File: config.mk
export PLATFORM = sky130hd
export DESIGN_NAME = iibg_ctrl
export DESIGN_NICKNAME = d
export VERILOG_FILES = /design/src/rtl/iibg_pkg.sv /design/src/rtl/iibg_rd_chan.sv /design/src/rtl/iibg_ctrl.sv
export SDC_FILE = /design/constraint.sdc
export NUM_CORES = 1
export LEC_CHECK = 0
export ABC_CLOCK_PERIOD_IN_PS = 4950
export CAP_MARGIN = 40
export CORE_UTILIZATION = 50
export CTS_CLUSTER_SIZE = 10
export DETAILED_ROUTE_END_ITERATION = 8
export PLACE_DENSITY = 0.82
export RECOVER_POWER = 50
export SLEW_MARGIN = 30
export SYNTH_ARGS = -nofsm -noshare
export SYNTH_HDL_FRONTEND = slang
export SYNTH_HIERARCHICAL = 1
export SYNTH_SLANG_ARGS = --single-unit
File: constraint.sdc
create_clock -name iClk -period 4.95 [get_ports iClk]
set_clock_uncertainty 0.15 [all_clocks]
set_input_delay 0.7425 -clock iClk [delete_from_list [all_inputs] [get_ports iClk]]
set_output_delay 0.7425 -clock iClk [all_outputs]
set_load 0.02 [all_outputs]
File: src/rtl/iibg_pkg.sv
// Shared definitions for the integral-image buffer generator sequencer.
// Holds state encodings, scale depths, address widths, sub-window bounds
// and the window-membership helper used by the write-enable logic.
package iibg_pkg;

  localparam int WIN    = 23;
  localparam int OFS_19 = 2;
  localparam int OFS_17 = 3;
  localparam int DW     = 21;

  localparam int DEPTH_23 = 529;
  localparam int DEPTH_19 = 361;
  localparam int DEPTH_17 = 289;

  localparam int AW_23 = 10;
  localparam int AW_19 = 9;
  localparam int AW_17 = 9;

  // Row/col counters hold 0..WIN-1
  localparam int RCW = 5;
  localparam logic [RCW-1:0] RC_LAST = RCW'(WIN - 1);
  localparam logic [RCW-1:0] LO_19   = RCW'(OFS_19);
  localparam logic [RCW-1:0] HI_19   = RCW'(OFS_19 + 18);
  localparam logic [RCW-1:0] LO_17   = RCW'(OFS_17);
  localparam logic [RCW-1:0] HI_17   = RCW'(OFS_17 + 16);

  typedef enum logic [2:0] {
    ST_IDLE, ST_CLEAR, ST_LOAD, ST_READ, ST_DONE
  } ctrl_st_e;

  typedef enum logic [1:0] {
    CH_WAIT, CH_SWEEP, CH_FIN
  } chan_st_e;

  // True when (r,c) lies inside the square [lo,hi] x [lo,hi]
  function automatic logic in_win(input logic [RCW-1:0] r, input logic [RCW-1:0] c,
                                  input logic [RCW-1:0] lo, input logic [RCW-1:0] hi);
    return (r >= lo) && (r <= hi) && (c >= lo) && (c <= hi);
  endfunction

endpackage

File: src/rtl/iibg_rd_chan.sv
// One read-address sweep channel.
// Ports: iClk/iReset clock and sync reset; start_i high while the top is in
// READ; ready_i buffer ready; full_i downstream full (stalls); rdreq_o read
// request; addr_o registered read address; fin_o sweep finished.
// The channel returns from FIN to WAIT once start_i falls, so it is re-armed
// for the next window as soon as the top leaves READ.
module iibg_rd_chan
  import iibg_pkg::*;
#(
  parameter int DEPTH = 529,
  parameter int AW    = 10
) (
  input  logic          iClk,
  input  logic          iReset,
  input  logic          start_i,
  input  logic          ready_i,
  input  logic          full_i,
  output logic          rdreq_o,
  output logic [AW-1:0] addr_o,
  output logic          fin_o
);

  localparam logic [AW-1:0] LAST = AW'(DEPTH - 1);

  chan_st_e      st_q, st_d;
  logic [AW-1:0] addr_q, addr_d;

  always_ff @(posedge iClk) begin
    if (iReset) begin
      st_q   <= CH_WAIT;
      addr_q <= '0;
    end else begin
      st_q   <= st_d;
      addr_q <= addr_d;
    end
  end

  always_comb begin
    st_d   = st_q;
    addr_d = addr_q;
    case (st_q)
      CH_WAIT:  if (start_i && ready_i) st_d = CH_SWEEP;
      CH_SWEEP: begin
        // ready_i is not consulted here: once started, only full_i stalls
        if (!full_i) begin
          if (addr_q == LAST) begin
            addr_d = '0;
            st_d   = CH_FIN;
          end else begin
            addr_d = addr_q + 1'b1;
          end
        end
      end
      CH_FIN:   if (!start_i) st_d = CH_WAIT;
      default:  st_d = CH_WAIT;
    endcase
  end

  always_comb begin
    rdreq_o = (st_q == CH_SWEEP) && !full_i;
    fin_o   = (st_q == CH_FIN);
    addr_o  = addr_q;
  end

endmodule

File: src/rtl/iibg_ctrl.sv
// Sequencer for the three-scale integral-image buffer generator.
// Ports: iClk/iReset; iStart begins a window; iPix_valid/iPix_data/oPix_ready
// input word stream; oData_to_IIBG + oWrreq_* registered writes; oRst_IIBG
// per-scale clear; iReady_*/iFull_* and oRdreq_*/oAddr_read_* per-scale read
// sweeps; oBusy (not IDLE); oDone (one-cycle completion pulse).
module iibg_ctrl
  import iibg_pkg::*;
(
  input  logic             iClk,
  input  logic             iReset,
  input  logic             iStart,
  input  logic             iPix_valid,
  input  logic [DW-1:0]    iPix_data,
  output logic             oPix_ready,
  output logic [DW-1:0]    oData_to_IIBG,
  output logic             oWrreq_23x23,
  output logic             oWrreq_19x19,
  output logic             oWrreq_17x17,
  output logic [2:0]       oRst_IIBG,
  input  logic             iReady_23x23,
  input  logic             iReady_19x19,
  input  logic             iReady_17x17,
  input  logic             iFull_23x23,
  input  logic             iFull_19x19,
  input  logic             iFull_17x17,
  output logic             oRdreq_23x23,
  output logic             oRdreq_19x19,
  output logic             oRdreq_17x17,
  output logic [AW_23-1:0] oAddr_read_23x23,
  output logic [AW_19-1:0] oAddr_read_19x19,
  output logic [AW_17-1:0] oAddr_read_17x17,
  output logic             oBusy,
  output logic             oDone
);

  ctrl_st_e       st_q, st_d;
  logic [RCW-1:0] row_q, col_q;
  logic [DW-1:0]  data_q;
  logic           wr23_q, wr19_q, wr17_q;
  logic           accept, last_px, chan_start;
  logic [2:0]     fin;

  assign accept     = iPix_valid && (st_q == ST_LOAD);
  assign last_px    = accept && (row_q == RC_LAST) && (col_q == RC_LAST);
  assign chan_start = (st_q == ST_READ);

  // State register
  always_ff @(posedge iClk) begin
    if (iReset) st_q <= ST_IDLE;
    else        st_q <= st_d;
  end

  // Next state
  always_comb begin
    st_d = st_q;
    case (st_q)
      ST_IDLE:  if (iStart) st_d = ST_CLEAR;
      ST_CLEAR: st_d = ST_LOAD;
      ST_LOAD:  if (last_px) st_d = ST_READ;
      ST_READ:  if (&fin) st_d = ST_DONE;
      ST_DONE:  st_d = ST_IDLE;
      default:  st_d = ST_IDLE;
    endcase
  end

  // State-decoded outputs
  always_comb begin
    oPix_ready = (st_q == ST_LOAD);
    oRst_IIBG  = (st_q == ST_CLEAR) ? 3'b111 : 3'b000;
    oBusy      = (st_q != ST_IDLE);
    oDone      = (st_q == ST_DONE);
  end

  // Write path: one cycle behind the accept, enables from the accepted position
  always_ff @(posedge iClk) begin
    if (iReset) begin
      row_q  <= '0;
      col_q  <= '0;
      data_q <= '0;
      wr23_q <= 1'b0;
      wr19_q <= 1'b0;
      wr17_q <= 1'b0;
    end else begin
      wr23_q <= accept;
      wr19_q <= accept && in_win(row_q, col_q, LO_19, HI_19);
      wr17_q <= accept && in_win(row_q, col_q, LO_17, HI_17);
      if (accept) data_q <= iPix_data;
      if (st_q == ST_CLEAR) begin
        row_q <= '0;
        col_q <= '0;
      end else if (accept) begin
        if (col_q == RC_LAST) begin
          col_q <= '0;
          row_q <= (row_q == RC_LAST) ? '0 : row_q + 1'b1;
        end else begin
          col_q <= col_q + 1'b1;
        end
      end
    end
  end

  assign oData_to_IIBG = data_q;
  assign oWrreq_23x23  = wr23_q;
  assign oWrreq_19x19  = wr19_q;
  assign oWrreq_17x17  = wr17_q;

  iibg_rd_chan #(.DEPTH(DEPTH_23), .AW(AW_23)) u_ch23 (
    .iClk(iClk), .iReset(iReset), .start_i(chan_start),
    .ready_i(iReady_23x23), .full_i(iFull_23x23),
    .rdreq_o(oRdreq_23x23), .addr_o(oAddr_read_23x23), .fin_o(fin[0])
  );

  iibg_rd_chan #(.DEPTH(DEPTH_19), .AW(AW_19)) u_ch19 (
    .iClk(iClk), .iReset(iReset), .start_i(chan_start),
    .ready_i(iReady_19x19), .full_i(iFull_19x19),
    .rdreq_o(oRdreq_19x19), .addr_o(oAddr_read_19x19), .fin_o(fin[1])
  );

  iibg_rd_chan #(.DEPTH(DEPTH_17), .AW(AW_17)) u_ch17 (
    .iClk(iClk), .iReset(iReset), .start_i(chan_start),
    .ready_i(iReady_17x17), .full_i(iFull_17x17),
    .rdreq_o(oRdreq_17x17), .addr_o(oAddr_read_17x17), .fin_o(fin[2])
  );

endmodule

==> results of run 1 <==
[final timing paths]
check / startpoint / end / slack, ps / cells after the start
setup reg to reg: col_q[1]$_SDFFE_PP0P_ / row_q[2]$_SDFFE_PP0P_ / 2650 / 5
hold / removal: oData_to_IIBG[1]$_SDFFE_PP0P_ / oData_to_IIBG[1]$_SDFFE_PP0P_ / 300 / 2
setup / recovery: iFull_19x19 / oRdreq_19x19 / 1450 / 4
hold reg to reg: oData_to_IIBG[1]$_SDFFE_PP0P_ / oData_to_IIBG[1]$_SDFFE_PP0P_ / 300 / 2
[state kept, by name, indices dropped and copies added, names as in the netlist]
register       cells
row_q              5
u_ch23/st_q        2
u_ch19/addr_o      9
oWrreq_17x17       1
col_q              5
u_ch17/addr_o      9
u_ch23/addr_o     10
st_q               3
oWrreq_23x23       1
u_ch17/st_q        2
oWrreq_19x19       1
oData_to_IIBG     21
u_ch19/st_q        2
[cell families after synthesis]
kind of cell    count (synthesis)
flops                          71
compound gates                 93
buf+inv                        37
simple gates                  161
xor+xnor                       13
mux                             1
fa+ha+maj                      10
[metal layers]
metal / wire [µm] / part of all wire [%] / global-route usage (%) / up-vias
met2: 4243 / 51 / 40.95 / 93
met5: 0 / 0 / 0 / -
met3: 403 / 4.8 / 5.113 / 12
met1: 3571 / 43 / 28.86 / 1479
li1: - / - / - / 1560
met4: 130 / 1.6 / 7.704 / 0
[per-stage QoR]
stage | utilization (%) | hold slack [ps] | power (mW)
finish | 71.50 | 302.1 | 1.301
global route | 71.50 | 320.5 | 1.344
CTS | 71.58 | 307.5 | 1.311
detailed placement | 67.40 | 296.5 | 0.7021
global placement | 67.16 | 291.7 | 0.6988
floorplan | - | 271.8 | 0.6484
[layout by cell type (no fill, tap or decap), types with 2 or more instances in the layout]
cell type         n
nand2_1          64
a22oi_1           2
clkbuf_1          3
clkbuf_8         10
or4b_1            2
or4_1            12
nand4bb_1         3
nand4bb_4         2
o21ai_0           9
and4b_1           3
a311oi_1          2
nand3_1           8
nand3b_1          2
nor2_2            9
a21oi_1          50
a2111oi_0         3
nor2b_1           2
bufinv_16         4
o31ai_1          13
nand4b_1          2
buf_4             2
inv_1            20
nor3_1            9
clkdlybuf4s50_1  65
nor2_1           12
or3_1             6
dfxtp_1          71
nand4_1           3
a21o_1            2
or3b_1            2
dlygate4sd3_1    26
xor2_1            4
nor3b_1           3
o21a_1            3
and2b_1           2
xnor2_1           9
ha_1             10
o211a_1           2
[worst max-delay path, cell delays in order]
cell and delay, ps:
dlygate4sd3_1 550, or3b_1 470, inv_1 200, clkdlybuf4s50_1 640
[power by group through the flow]
stage                     sequential, mW  combinational [mW]  clock, mW
after floorplan                    0.606              0.0429          0
after global placement             0.600              0.0992          0
after detailed placement           0.600               0.102          0
after CTS                          0.587               0.102      0.621
after global routing               0.588               0.108      0.648
final                              0.587              0.0999      0.614
[layout make-up]
class | count | share of cell area (%)
clock buffers | 11 | 3.062
inverters | 20 | 1.626
multi-input cells | 278 | 39.45
well taps | 77 | 2.086
flip-flops and latches | 71 | 30.78
clock inverters | 5 | 2.791
repair buffers | 95 | 20.21
==> impl_metrics.json, run 1 <==
{
  "rows": 29,
  "rsz0062_at_grt": "false",
  "insertion_delay_ps": 340,
  "synth_top_family_by_area": "simple AND/OR/NAND/NOR gates",
  "synth_ff_type": "dfxtp_1",
  "fin_ws_ps": 1448,
  "wl_um": 8348,
  "cts_tree": "done",
  "seq_power_share_pct": 45.1,
  "fp.dieArea_mm2": 0.007148,
  "p_sw_mw": 0.2712,
  "drive_gt1_share_pct": 8.125,
  "num_antenna_cells": 0,
  "cts_setup_buffers": 0,
  "fp.dieH_um": 84.55,
  "fin_nets": 516,
  "cts_max_level": 3,
  "min_period_over_period_pct": 70.75,
  "dp_slack_ps": 1580,
  "drc": 3,
  "crit_arrival_ps": 2610,
  "synthTopCellsByCount": "dfxtp_1, nand2_1, a21oi_1, inv_1, o31ai_1",
  "avgSynthCellArea_um2": 8.826,
  "hold_path_class": "flop to flop",
  "leakage_nw": 1.663,
  "clk_path_buf_depth": 2,
  "hpwlAfterDp_um": 5928,
  "cp_data_required_time_ps": 4060,
  "seqCellArea_mm2": 0.001421,
  "power.density_mw_per_mm2": 281.6,
  "synthXorXnorAreaFrac_pct": 3.342,
  "finalMaxSlewViolations": 0,
  "dp.cells": 540,
  "pwr-share-comb_pct": 7.7,
  "synthMuxAreaShare_pct": 0.2938,
  "ys_warn_count": 6,
  "yosys.area_share.adder_pct": 3.672,
  "cts-hold-fix-buffers": 0,
  "antenna_found_initial": 0,
  "ys_seq_area_share_pct": 41.72,
  "vias": 3144,
  "track_usage_pct": 23.50,
  "worstSetupPathType": "input pin to output port",
  "clkTransAtPathRegs_ps": 80,
  "avgViaCountPerCell": 5.645,
  "syn_inst": 386,
  "grt_pass1_wl_um": 13480,
  "syn2layout_area_growth_pct": 35.55,
  "endpoint_kind": "output port",
  "cts_sinks": 71,
  "clock.fmax_ghz": 0.2855,
  "cts-root-buf": "clkbuf_8",
  "yosysMostFrequentCell": "dfxtp_1",
  "synth_compound_area_share_pct": 17.15,
  "status": "finished, violations left",
  "pwr-share-clk_pct": 47.2,
  "cts_made_buffers": 9,
  "syn-cell-area_mm2": 0.003407,
  "grt_max_degree": 43,
  "final.setup.tns_ps": 0,
  "synth-edff-count": 0,
  "grt_pass1_vias": 2855,
  "nFillCells": 531,
  "synth_seq_cells": 71,
  "firstDrtPassIters": 7,
  "synth-simple-area-share_pct": 28.72,
  "synthArstFlopShare_pct": 0,
  "p_sw_share_pct": 20.86,
  "port_buffers": 91,
  "drt-initial-drc-count": 140,
  "cts.repair.resized": 0,
  "placed_area_mm2": 0.004353,
  "fin_crit_ps": 3502,
  "coreArea_mm2": 0.006459,
  "violations": "design-rule violations",
  "gr-total-overflow": 0,
  "synth.top_cells.by_area": "dfxtp_1, a21oi_1, nand2_1",
  "crit_fanout": 8,
  "netlist.area_leader.share_pct": 41.72,
  "gp_congestion": 0.8396,
  "fp.dieW_um": 84.55,
  "initial_utilization_pct": 52.75,
  "syn_nets": 427,
  "stdcell_count": 557,
  "power.internal_mw": 1.029,
  "relSlewSlack_pct": 7.691,
  "setup_viol": 0,
  "final_area_mm2": 0.004618,
  "multi_input_area_mm2": 0.001822,
  "hold_viol": 0,
  "irDropWorstVdd_mv": 0.1388,
  "drtAntennaViolNets": 0,
  "start_kind": "input pin",
  "tightest_slew_ps": 1385,
  "synth_cell_types": 60,
  "maxCapViolCount": 0,
  "routedWlPerCell_um": 14.99,
  "yosysTopAreaCell": "dfxtp_1",
  "io_pins": 92
}
Power figures use the tool's default switching activity.
==> inputs of run 2 (changes only) <==
- ABC_CLOCK_PERIOD_IN_PS: 4950 -> 3650
- CORE_UTILIZATION: 50 -> 48
- PLACE_DENSITY: 0.82 -> 0.8
- clock period: 4.95 -> 3.65 ns (I/O delays scaled with it)
==> run 2 against run 1 <==
The run now ends clean. Power rose by 25%. Sequential cell count did not move. Non-clock buffer count did not move. Final area fell by 0.92%. Clock power rose by 14%. Global-route usage fell by 0.46 points. Worst hold slack got worse by 1.2 ps. First-iteration DRC count rose by 12%. Register-to-register slack got worse by 1500 ps. Via count fell by 0.76%. Critical endpoint is now oRdreq_23x23. Highest routed layer unchanged.
==> impl_metrics.json, run 2 (synthesis results as in run 1) <==
{
  "status": "completed",
  "hpwlAfterDp_um": 5651,
  "tightest_slew_ps": 985.3,
  "grt_pass1_wl_um": 13550,
  "firstDrtPassIters": 4,
  "cts_tree": "done",
  "track_usage_pct": 23.04,
  "antenna_found_initial": 0,
  "grt_max_degree": 24,
  "crit_start": "iFull_23x23",
  "cts_max_level": 3,
  "io_pins": 92,
  "num_antenna_cells": 0,
  "leakage_nw": 1.629,
  "fp.dieH_um": 86.25,
  "largest_register_ffs": 21,
  "cts_setup_buffers": 0,
  "fp.dieW_um": 86.25,
  "layout_common_cells": "dfxtp_1, clkdlybuf4s50_1, nand2_1",
  "crit_arrival_ps": 2500,
  "crit_fanout": 8,
  "gp_congestion": 0.8053,
  "cts_sinks": 71,
  "cts-hold-fix-buffers": 0,
  "setup_viol": 0,
  "avgViaCountPerCell": 5.417,
  "clkTransAtPathRegs_ps": 80,
  "min_period_over_period_pct": 87.55,
  "coreArea_mm2": 0.006832,
  "drtAntennaViolNets": 0,
  "timing.rr.end": "oData_to_IIBG[16]$_SDFFE_PP0P_",
  "post-route-util_pct": 66.98,
  "clock.fmax_ghz": 0.3129,
  "rsz0062_at_grt": "false",
  "worstSetupPathType": "input pin to output port",
  "relSlewSlack_pct": 34.31,
  "finalMaxSlewViolations": 0,
  "routedWlPerCell_um": 13.97,
  "maxCapViolCount": 0,
  "fp.dieArea_mm2": 0.007439,
  "endpoint_kind": "output port",
  "cts.repair.resized": 0,
  "gr-total-overflow": 0,
  "irDropWorstVdd_mv": 0.2380,
  "start_kind": "input pin",
  "hold_path_depth": 2,
  "min_to": "oData_to_IIBG[17]$_SDFFE_PP0P_",
  "fin_nets": 516,
  "fin_crit_ps": 3196,
  "r2r_start": "st_q[0]$_SDFFE_PP0P_",
  "drt-initial-drc-count": 157,
  "cp_data_required_time_ps": 2950,
  "rrSetupSlack_ps": 1200,
  "port_buffers": 91,
  "insertion_delay_ps": 340,
  "syn2layout_area_growth_pct": 34.30,
  "cts-root-buf": "clkbuf_8",
  "hold_path_class": "flop to flop",
  "drive_gt1_share_pct": 7.708,
  "wl_um": 8047,
  "drc": 0,
  "hold_viol": 0,
  "rr_worst_depth": 4,
  "final.setup.tns_ps": 0,
  "clk_path_buf_depth": 2,
  "power.density_mw_per_mm2": 355.3,
  "rows": 30,
  "grt_pass1_vias": 2882,
  "vias": 3120,
  "initial_utilization_pct": 49.87,
  "cts_made_buffers": 9,
  "hp-start": "oData_to_IIBG[17]$_SDFFE_PP0P_",
  "layout_commonest_cell": "dfxtp_1"
}
-- run 2: worst max path at each step --
| stage | endpoint | slack (ps) | cells after the start |
|---|---|---|---|
| global placement | oRdreq_17x17 | 700 | 4 |
| finish | oRdreq_23x23 | 450 | 3 |
| global route | oRdreq_23x23 | 360 | 3 |
| floorplan | oRst_IIBG[1] | 1680 | 3 |
| CTS | oRdreq_17x17 | 650 | 4 |
| detailed placement | oRdreq_17x17 | 660 | 4 |
-- run 2: final cells by class --
type	instances	area (µm²)
Clock buffer	11	141.4
Clock inverter	5	81.33
Fill cell	580	2256
Inverter	20	75.07
Multi-Input combinational cell	278	1798
Sequential cell	71	1421
Tap cell	96	120.1
Timing Repair Buffer	95	938.4
-- run 2: critical path, stage by stage --
cell and delay [ps]:
clkdlybuf4s50_1 450, nor3b_1 740, clkdlybuf4s50_1 760
-- run 2: power by group --
part / switching [mW] / internal [mW] / leakage, nW
sequential: 0.0101 / 0.785 / 0.573
combinational: 0.0667 / 0.0662 / 0.947
clock: 0.294 / 0.404 / 0.110
total: 0.371 / 1.26 / 1.63
-- run 2: per-layer routing --
metal	wire length, µm	global-route usage [%]	part of all wire (%)	vias up
li1	-	-	-	1559
met1	3450	27.31	43	1456
met2	4063	40.48	50	92
met3	381	5.619	4.7	13
met4	152	8.333	1.9	0
met5	0	0	0	-
-- run 2: stage by stage --
step	cell area [µm²]	std cells	setup WS, ps	total power, mW	hold slack, ps
after floorplan	3407	386	1684	0.8794	271.8
after global placement	4377	559	695.2	0.9492	291.7
after detailed placement	4377	559	659.8	0.9519	295.6
after CTS	4599	575	650.2	1.650	305.9
after global routing	4576	576	355.8	1.695	324.6
final	4576	576	454.4	1.626	300.9
